<file path="src/rtl/motor_pwm_if.sv">
// Line-tracker to motor-bridge bundle: steering command and wheel scales in,
// bridge pins and observability out.
interface motor_pwm_if;
   logic [2:0] state;
   logic [9:0] mod_left;
   logic [9:0] mod_right;
   logic       pwm_left;
   logic       pwm_right;
   logic       left_in1;
   logic       left_in2;
   logic       right_in1;
   logic       right_in2;
   logic [9:0] duty_left;
   logic [9:0] duty_right;
   logic       period_start;

   modport master (
      output state, mod_left, mod_right,
      input  pwm_left, pwm_right, left_in1, left_in2, right_in1, right_in2,
             duty_left, duty_right, period_start
   );

   modport slave (
      input  state, mod_left, mod_right,
      output pwm_left, pwm_right, left_in1, left_in2, right_in1, right_in2,
             duty_left, duty_right, period_start
   );
endinterface

</file>
<file path="src/rtl/motor_pwm_driver.sv">
// Two-wheel PWM/H-bridge driver: command decode, shared PWM timebase, and a
// per-wheel slew/dead-time FSM.
module motor_pwm_wheel #(
   parameter int RAMP_STEP   = 64,
   parameter int DEAD_CYCLES = 16
) (
   input  logic       clk,
   input  logic       reset,
   input  logic       wrap,
   input  logic       stop_cmd,
   input  logic       req_rev,
   input  logic [9:0] target,
   input  logic [9:0] cnt,
   output logic       pwm,
   output logic       in1,
   output logic       in2,
   output logic [9:0] duty
);
   localparam int DW = $clog2(DEAD_CYCLES + 1);
   localparam logic [9:0] RS = 10'(RAMP_STEP);

   typedef enum logic {RUN, DEAD} wheel_state_t;

   wheel_state_t   st, st_nxt;
   logic           rev, rev_nxt;
   logic [9:0]     applied, applied_nxt, ramped, diff;
   logic [DW-1:0]  dcnt, dcnt_nxt;

   always_comb begin
      ramped = applied;
      diff   = '0;
      if (target > applied) begin
         diff   = target - applied;
         ramped = applied + ((diff > RS) ? RS : diff);
      end else if (target < applied) begin
         diff   = applied - target;
         ramped = applied - ((diff > RS) ? RS : diff);
      end
   end

   always_comb begin
      st_nxt      = st;
      rev_nxt     = rev;
      applied_nxt = applied;
      dcnt_nxt    = dcnt;
      case (st)
         RUN: begin
            if (req_rev != rev) begin
               st_nxt      = DEAD;
               applied_nxt = '0;
               dcnt_nxt    = '0;
            end else if (stop_cmd) begin
               applied_nxt = '0;
            end else if (wrap) begin
               applied_nxt = ramped;
            end
         end
         DEAD: begin
            applied_nxt = '0;
            // Direction is sampled only at exit; mid-coast requests are ignored.
            if (dcnt == DW'(DEAD_CYCLES - 1)) begin
               st_nxt  = RUN;
               rev_nxt = req_rev;
            end else begin
               dcnt_nxt = dcnt + 1'b1;
            end
         end
         default: st_nxt = RUN;
      endcase
   end

   always_ff @(posedge clk) begin
      if (reset) begin
         st      <= RUN;
         rev     <= 1'b0;
         applied <= '0;
         dcnt    <= '0;
         pwm     <= 1'b0;
         in1     <= 1'b0;
         in2     <= 1'b0;
      end else begin
         st      <= st_nxt;
         rev     <= rev_nxt;
         applied <= applied_nxt;
         dcnt    <= dcnt_nxt;
         pwm     <= (st == RUN) && (cnt < applied);
         in1     <= (st == RUN) && !rev;
         in2     <= (st == RUN) && rev;
      end
   end

   assign duty = applied;
endmodule

module motor_pwm_driver #(
   parameter int CLK_DIV     = 4,
   parameter int FULL_DUTY   = 1023,
   parameter int SLOW_DUTY   = 600,
   parameter int SHARP_REV   = 700,
   parameter int RAMP_STEP   = 64,
   parameter int DEAD_CYCLES = 16
) (
   input logic        clk,
   input logic        reset,
   motor_pwm_if.slave bus
);
   localparam int PW = (CLK_DIV > 1) ? $clog2(CLK_DIV) : 1;
   localparam logic [9:0] FULL  = 10'(FULL_DUTY);
   localparam logic [9:0] SLOW  = 10'(SLOW_DUTY);
   localparam logic [9:0] SHARP = 10'(SHARP_REV);

   // Index 0 = left wheel, 1 = right wheel.
   logic [1:0][9:0] base, tgt, duty;
   logic [1:0]      rev_dec, rev_req, pwm, in1, in2;
   logic            stop_dec, stop_r;
   logic [PW-1:0]   presc;
   logic [9:0]      cnt;
   logic            tick, wrap, period_start;

   always_comb begin
      base     = '0;
      rev_dec  = '0;
      stop_dec = 1'b0;
      case (bus.state)
         3'b010:  base = {FULL, FULL};
         3'b000:  base = {FULL, SLOW};
         3'b001:  base = {SLOW, FULL};
         3'b100:  begin base = {FULL, SHARP}; rev_dec = 2'b01; end
         3'b101:  begin base = {SHARP, FULL}; rev_dec = 2'b10; end
         default: stop_dec = 1'b1;
      endcase
   end

   always_ff @(posedge clk) begin
      if (reset) begin
         tgt     <= '0;
         rev_req <= '0;
         stop_r  <= 1'b0;
      end else begin
         tgt[0]  <= 10'((20'(base[0]) * 20'(bus.mod_left)) >> 10);
         tgt[1]  <= 10'((20'(base[1]) * 20'(bus.mod_right)) >> 10);
         rev_req <= rev_dec;
         stop_r  <= stop_dec;
      end
   end

   assign tick = (presc == PW'(CLK_DIV - 1));
   assign wrap = tick && (cnt == 10'd1023);

   always_ff @(posedge clk) begin
      if (reset) begin
         presc        <= '0;
         cnt          <= '0;
         period_start <= 1'b0;
      end else begin
         presc        <= tick ? '0 : presc + 1'b1;
         if (tick) cnt <= cnt + 1'b1;
         period_start <= wrap;
      end
   end

   for (genvar w = 0; w < 2; w++) begin : g_wheel
      motor_pwm_wheel #(.RAMP_STEP(RAMP_STEP), .DEAD_CYCLES(DEAD_CYCLES)) u_wheel (
         .clk(clk), .reset(reset), .wrap(wrap), .stop_cmd(stop_r),
         .req_rev(rev_req[w]), .target(tgt[w]), .cnt(cnt),
         .pwm(pwm[w]), .in1(in1[w]), .in2(in2[w]), .duty(duty[w])
      );
   end

   assign bus.pwm_left     = pwm[0];
   assign bus.pwm_right    = pwm[1];
   assign bus.left_in1     = in1[0];
   assign bus.left_in2     = in2[0];
   assign bus.right_in1    = in1[1];
   assign bus.right_in2    = in2[1];
   assign bus.duty_left    = duty[0];
   assign bus.duty_right   = duty[1];
   assign bus.period_start = period_start;
endmodule
</file>
<file path="src/flat_wrapper.sv">
// flat-port wrapper written by rule: the top's interface ports become plain ports
module motor_pwm_driver_flat 
#(
   parameter int CLK_DIV     = 4,
   parameter int FULL_DUTY   = 1023,
   parameter int SLOW_DUTY   = 600,
   parameter int SHARP_REV   = 700,
   parameter int RAMP_STEP   = 64,
   parameter int DEAD_CYCLES = 16
)
  (clk, reset, bus_state, bus_mod_left, bus_mod_right, bus_pwm_left, bus_pwm_right, bus_left_in1, bus_left_in2, bus_right_in1, bus_right_in2, bus_duty_left, bus_duty_right, bus_period_start);
  motor_pwm_if bus_i ();
  input logic clk;
  input logic reset;
  input wire logic [$bits(bus_i.state)-1:0] bus_state;
  input wire logic [$bits(bus_i.mod_left)-1:0] bus_mod_left;
  input wire logic [$bits(bus_i.mod_right)-1:0] bus_mod_right;
  output wire logic [$bits(bus_i.pwm_left)-1:0] bus_pwm_left;
  output wire logic [$bits(bus_i.pwm_right)-1:0] bus_pwm_right;
  output wire logic [$bits(bus_i.left_in1)-1:0] bus_left_in1;
  output wire logic [$bits(bus_i.left_in2)-1:0] bus_left_in2;
  output wire logic [$bits(bus_i.right_in1)-1:0] bus_right_in1;
  output wire logic [$bits(bus_i.right_in2)-1:0] bus_right_in2;
  output wire logic [$bits(bus_i.duty_left)-1:0] bus_duty_left;
  output wire logic [$bits(bus_i.duty_right)-1:0] bus_duty_right;
  output wire logic [$bits(bus_i.period_start)-1:0] bus_period_start;
  assign bus_i.state = bus_state;
  assign bus_i.mod_left = bus_mod_left;
  assign bus_i.mod_right = bus_mod_right;
  assign bus_pwm_left = bus_i.pwm_left;
  assign bus_pwm_right = bus_i.pwm_right;
  assign bus_left_in1 = bus_i.left_in1;
  assign bus_left_in2 = bus_i.left_in2;
  assign bus_right_in1 = bus_i.right_in1;
  assign bus_right_in2 = bus_i.right_in2;
  assign bus_duty_left = bus_i.duty_left;
  assign bus_duty_right = bus_i.duty_right;
  assign bus_period_start = bus_i.period_start;
  motor_pwm_driver #(.CLK_DIV(CLK_DIV), .FULL_DUTY(FULL_DUTY), .SLOW_DUTY(SLOW_DUTY), .SHARP_REV(SHARP_REV), .RAMP_STEP(RAMP_STEP), .DEAD_CYCLES(DEAD_CYCLES)) u_core (.clk(clk), .reset(reset), .bus(bus_i));
endmodule
</file>
<file path="config.mk">
export PLATFORM = sky130hd
export DESIGN_NAME = motor_pwm_driver_flat
export DESIGN_NICKNAME = d
export VERILOG_FILES = /design/src/rtl/motor_pwm_if.sv /design/src/rtl/motor_pwm_driver.sv /design/src/flat_wrapper.sv
export SDC_FILE = /design/constraint.sdc
export NUM_CORES = 1
export LEC_CHECK = 0
export CAP_MARGIN = 5
export CORE_MARGIN = 1
export CORE_UTILIZATION = 55
export DETAILED_ROUTE_END_ITERATION = 7
export PLACE_DENSITY = 0.71
export SETUP_SLACK_MARGIN = 0.15
export SLEW_MARGIN = 20
export SYNTH_ARGS = -nofsm -noshare
export SYNTH_HDL_FRONTEND = slang
export SYNTH_SLANG_ARGS = --single-unit
</file>
<file path="constraint.sdc">
create_clock -name clk -period 18.3 [get_ports clk]
set_clock_uncertainty 0.2 [all_clocks]
set_input_delay 3.66 -clock clk [delete_from_list [all_inputs] [get_ports clk]]
set_output_delay 3.66 -clock clk [all_outputs]
set_load 0.005 [all_outputs]
</file>
# == Yosys cells after proc, flatten, opt, wreduce, memory -nomap -nowiden ==
# Cells that the tools add are included.
# word_totals
regBits,76
input_bits,25
out_inout_bits,27
wordCells,114
# op_classes
n_addsub,12
mul,2
n_lt_le_gt_ge,10
eq_ne,18
n_mux,31
bitwise_logic,2
reduce_logical,18
# ops
operator,count
$mux W10,14
$pmux W20 S5,1
$sub A10 B10 Y10,6
$gt A10 B7 Y1 const B,4
$lt A10 B10 Y1,4
$mul A10 B10 Y20,2
$pmux W10 S2,2
$add A10 B10 Y10,2
$gt A10 B10 Y1,2
$mux W5,4
$pmux W5 S2,2
$reduce_and A2 Y1,6
$add A10 B1 Y10 const B,1
$add A5 B1 Y5 const B,2
$eq A10 B10 Y1 const B,1
$eq A5 B4 Y1 const B,2
$ne A5 B4 Y1 const B,2
$ne A2 B2 Y1 const B,4
$logic_and A1 B1 Y1,7
$eq A3 B3 Y1 const B,2
$mux W1,5
$reduce_or A5 Y1,1
$ne A4 B2 Y1 const B,1
$ne A4 B3 Y1 const B,1
other kinds (11),15

# == Logic depth before layout (Yosys ltp) ==
# logic_depth
word_depth,10
ltp_mapped,26
mapped_depth_nobuf,25

# == Hierarchy ==
# A second synthesis with hierarchy kept.
# hier_totals
cells_unflattened,1438
hier_area_um2,12294.3
# by_module_without_submodules
module,n_inst,cells_per_inst,area_each_um2
motor_pwm_driver,1,758,7039.3
motor_pwm_wheel,2,340,2627.5

# == Worst setup path after synthesis ==
# OpenSTA, ideal clock, no wires.
# synth_timing
path_kind,input to register
start,in bus_state[0]
end,reg u_core.tgt[19] in the netlist's numbering
setup_time_ns,0.128
t_arrival_ns,9.194
required_ns,17.972
slack_ns,8.778
cell_stages,24
path_buffers,2
path_cell_list,clkbuf_1 -> o21ai_0 -> clkbuf_1 -> nand2_1 -> nor2_1 -> fa_1 -> fa_1 -> inv_1 -> fa_1 -> inv_1 -> fa_1 -> inv_1 -> fa_1 -> inv_1 -> ha_1 -> nand2_1 -> nor3_1 -> a21oi_1 -> o31ai_1 -> a21oi_1 -> o21bai_1 -> a21oi_1 -> xnor2_1 -> nor2_1
# synth_via
elab_chain_cells,3
word_cells_on_any_way,7
classes_between,1 x mul; 4 x eq/ne; 1 x mux; 1 x reduce/logical
# synth_lines
item,line,text
start: declaration,flat_wrapper.sv:15,input wire logic [$bits(bus_i.state)-1:0] bus_state;
$eq A3 B3 Y1 (tied with other cells),motor_pwm_driver.sv:124,case (bus.state)
$pmux W20 S5 *,motor_pwm_driver.sv:124,
$mul A10 B10 Y20 *,motor_pwm_driver.sv:141,tgt[1] <= 10'((20'(base[1]) * 20'(bus.mod_right)) >> 10);
end: declaration,motor_pwm_driver.sv:113,"logic [1:0][9:0] base, tgt, duty;"
# Mark *: on every way between the ends. The rest lies on a longest branch, timed or not.
# A chain may end at the register's enable or synchronous reset.

# == Worst setup path after layout ==
# layout_timing
start,in bus_state[0]
end,reg u_core.tgt[9] in the netlist's numbering
# layout_via
elab_chain_cells,3
word_cells_on_any_way,7
classes_between,1 x mul; 4 x eq/ne; 1 x mux; 1 x reduce/logical
# layout_lines
item,line,text
$eq A3 B3 Y1 (tied with other cells),motor_pwm_driver.sv:124,
$pmux W20 S5 *,motor_pwm_driver.sv:124,
$mul A10 B10 Y20 *,motor_pwm_driver.sv:140,tgt[0] <= 10'((20'(base[0]) * 20'(bus.mod_left)) >> 10);
# Marks and branches as above.

==> results_dict.tcl <==
set metrics [dict create \
    status "finished, final reports clean" \
    top_layer "met4" \
    wl_met3_um 735 \
    numCtsBuffers 9 \
    clkLatencyLatePin_ns 0.35 \
    syn2layout_area_growth_pct 8.93 \
    drt-met1-wl_um 12100 \
    htreeDepth 3 \
    whs_endpoint "u_core.presc[0]" \
    rows 53 \
    synth-edff-count 0 \
    core_um2 21000 \
    avgSynthCellArea_um2 8.40 \
    layout.nets 1771 \
    final_core_util 0.610 \
    synth_ff_type "dfxtp_1" \
    syn_nets 1737 \
    drv_slew 0 \
    worstPathArrival_ns 9.92 \
    r2r_slack_ns 12.36 \
    start_util 0.560 \
    nFillCells 1913 \
    cts_setup_buffers 0 \
    synth_area_um2 11700 \
    antenna_found_initial 0 \
    async_reset_ff_frac 0 \
    antenna_cells 0 \
    r2r_start "u_core.g_wheel[1].u_wheel.duty[3]" \
    dp_cells 1695 \
    hold_viol_final 0 \
    synth-seq-cells 76 \
    multi_input_area_um2 9120 \
    crit_type "input pin to register" \
    ctsHoldBuffers 0 \
    regArea_um2 1520 \
    gp_congestion 0.931 \
    yosys.area.top_type_share 0.217 \
    yosys-top-cells-area "fa_1 (22%), ha_1 (20%), dfxtp_1 (13%)" \
    slew_headroom 0.422 \
    r2r-end "u_core.g_wheel[1].u_wheel.duty[9]" \
    fmax_ghz 0.101 \
    drt-initial-drc-count 424 \
    die_h_um 148 \
    dp_hpwl_um 21000 \
    grt_pass1_vias 8966 \
    min-delay-start "u_core.presc[0]" \
    tightest_slew_ns 0.866 \
    min_path_cells 1 \
    drive_gt1_frac 0.0334 \
    grt_pass1_wl_um 42000 \
    rsz0062_at_grt "false" \
    antenna_left 0 \
    critPathMaxFanout 11 \
    io_pins 52 \
    vias 9098 \
    period_needed_ns 9.92 \
    cts_root_buffer "clkbuf_16" \
    route.detailed.drc 0 \
    postCtsResizedCells 0 \
    hold_class "register to register" \
    netlist-cell-type-count 78 \
    final_common_cell "inv_1" \
    place.port_buffers 51 \
    dieArea_um2 21900 \
    cp-end-kind "register" \
    synth.largest_area_cell "fa_1" \
    crit_required_ns 18.31 \
    final_cell_mix "inv_1 (255), ha_1 (188), nand2_1 (135)" \
    drt-pass1-iter-count 5 \
    yosys_warnings 0 \
    maxCapViolCount 0 \
    total_power_mw 1.80 \
    fin_crit_sh 0.542 \
    wl_per_cell_um 14.4 \
    r2r_cells 22 \
    fin_cells 1711 \
    die_x_um 148 \
    clkTransAtPathRegs_ns 0.07 \
    synth.yosys.seq_area_share 0.130 \
    grt_max_degree 58 \
    ir_worst_vdd_mv 0.0812 \
    max-clock-path-buffers 2 \
    cp-start-kind "input pin" \
    setup-tns-final_ns 0 \
    setup_violations 0 \
    grt-ovfl-total 0 \
    totalWireLength_um 24600 \
    cts_tree "done" \
    power.density_nw_per_um2 141 \
    clock-sinks 76 \
    hold_ws_ns 0.238 \
    synthCells 1397 \
    vias_per_cell 5.32 \
    dr_wl_met2_um 11400 \
    power.leakage_nw 6.32 \
    grt_util_all_layers 0.237 \
]
synth_stat cells, types with 10 or more instances:
library cell and count:
inv_1 255, ha_1 188, nand2_1 135, fa_1 127
nor2_1 105, a21oi_1 76, dfxtp_1 76, xnor2_1 40
o21ai_0 39, xor2_1 26, clkbuf_1 24, nand3_1 23
a21o_1 21, nand2b_1 20, nor2b_1 20, nor3_1 19
and2_1 17, mux2i_1 14, or2_2 10
metrics by stage:
| stage | instance area (um2) | worst slack, ns |
|---|---|---|
| after global placement | 12500 | 8.23 |
| after detailed placement | 12500 | 8.06 |
| after floorplan | 11700 | 8.78 |
| after global routing | 12800 | 7.92 |
| after CTS | 12800 | 8.41 |
| final | 12800 | 8.38 |
final cells by class:
cell class	instances	area share
well taps	275	0.0269
clock buffers	9	0.0176
inverters	255	0.0748
flip-flops and latches	76	0.119
repair buffers	56	0.0425
clock inverters	7	0.00626
multi-input cells	1033	0.713
cells by family after synthesis:
family                   after synthesis  share of synthesized area
buffers and inverters                288                     0.0938
AND/OR/NAND/NOR                      407                      0.168
multiplexers                          18                     0.0161
flip-flops                            76                      0.130
XOR/XNOR                              66                     0.0492
adder cells (fa/ha/maj)              315                      0.417
AO/OA/AOI/OAI                        227                      0.126
registers in the layout (all words and copies together), names as in the netlist, 2 cells and up:
register,cells
u_core.g_wheel.u_wheel.pwm,2
u_core.g_wheel.u_wheel.duty,20
u_core.presc,2
u_core.tgt,20
u_core.g_wheel.u_wheel.dcnt,10
u_core.g_wheel.u_wheel.rev,2
u_core.g_wheel.u_wheel.in2,2
u_core.rev_req,2
u_core.g_wheel.u_wheel.in1,2
u_core.cnt,10
u_core.g_wheel.u_wheel.st,2
routing by layer:
layer / global-route usage / vias to the layer above
li1: - / 4654
met1: 0.328 / 4271
met2: 0.392 / 145
met3: 0.0270 / 28
met4: 0.0629 / 0
met5: 0 / -
critical path, stage by stage:
cell and delay (ns):
clkdlybuf4s50_1 0.67, nor2_1 0.09, xnor2_1 0.63, nand2_1 0.27, fa_1 0.58, inv_1 0.05
fa_1 0.50, inv_1 0.06, fa_1 0.52, inv_1 0.04, fa_1 0.47, inv_1 0.05
fa_1 0.49, inv_1 0.06, ha_1 0.27, o211ai_1 0.07, a21oi_1 0.17, o2111ai_1 0.20
a31oi_1 0.32, a211oi_1 0.17, o21bai_1 0.22, a21oi_1 0.11, xnor2_1 0.17, nor2_1 0.06
worst max-delay path by stage:
stage                 start              to  slack [ns]
2_1_floorplan  bus_state[0]  u_core.tgt[19]        8.78
3_3_place_gp   bus_state[0]  u_core.tgt[19]        8.23
3_5_place_dp   bus_state[0]   u_core.tgt[9]        8.06
4_1_cts        bus_state[0]   u_core.tgt[9]        8.41
5_1_grt        bus_state[0]   u_core.tgt[9]        7.92
6_report       bus_state[0]   u_core.tgt[9]        8.38
report_power, final:
group | total (mW) | switching, mW | internal (mW)
Sequential | 0.205 | 0.0151 | 0.190
Clock | 0.186 | 0.0788 | 0.108
Combinational | 1.41 | 0.792 | 0.620
Total | 1.80 | 0.886 | 0.917
Note: power is estimated with default switching activity, not from simulation.
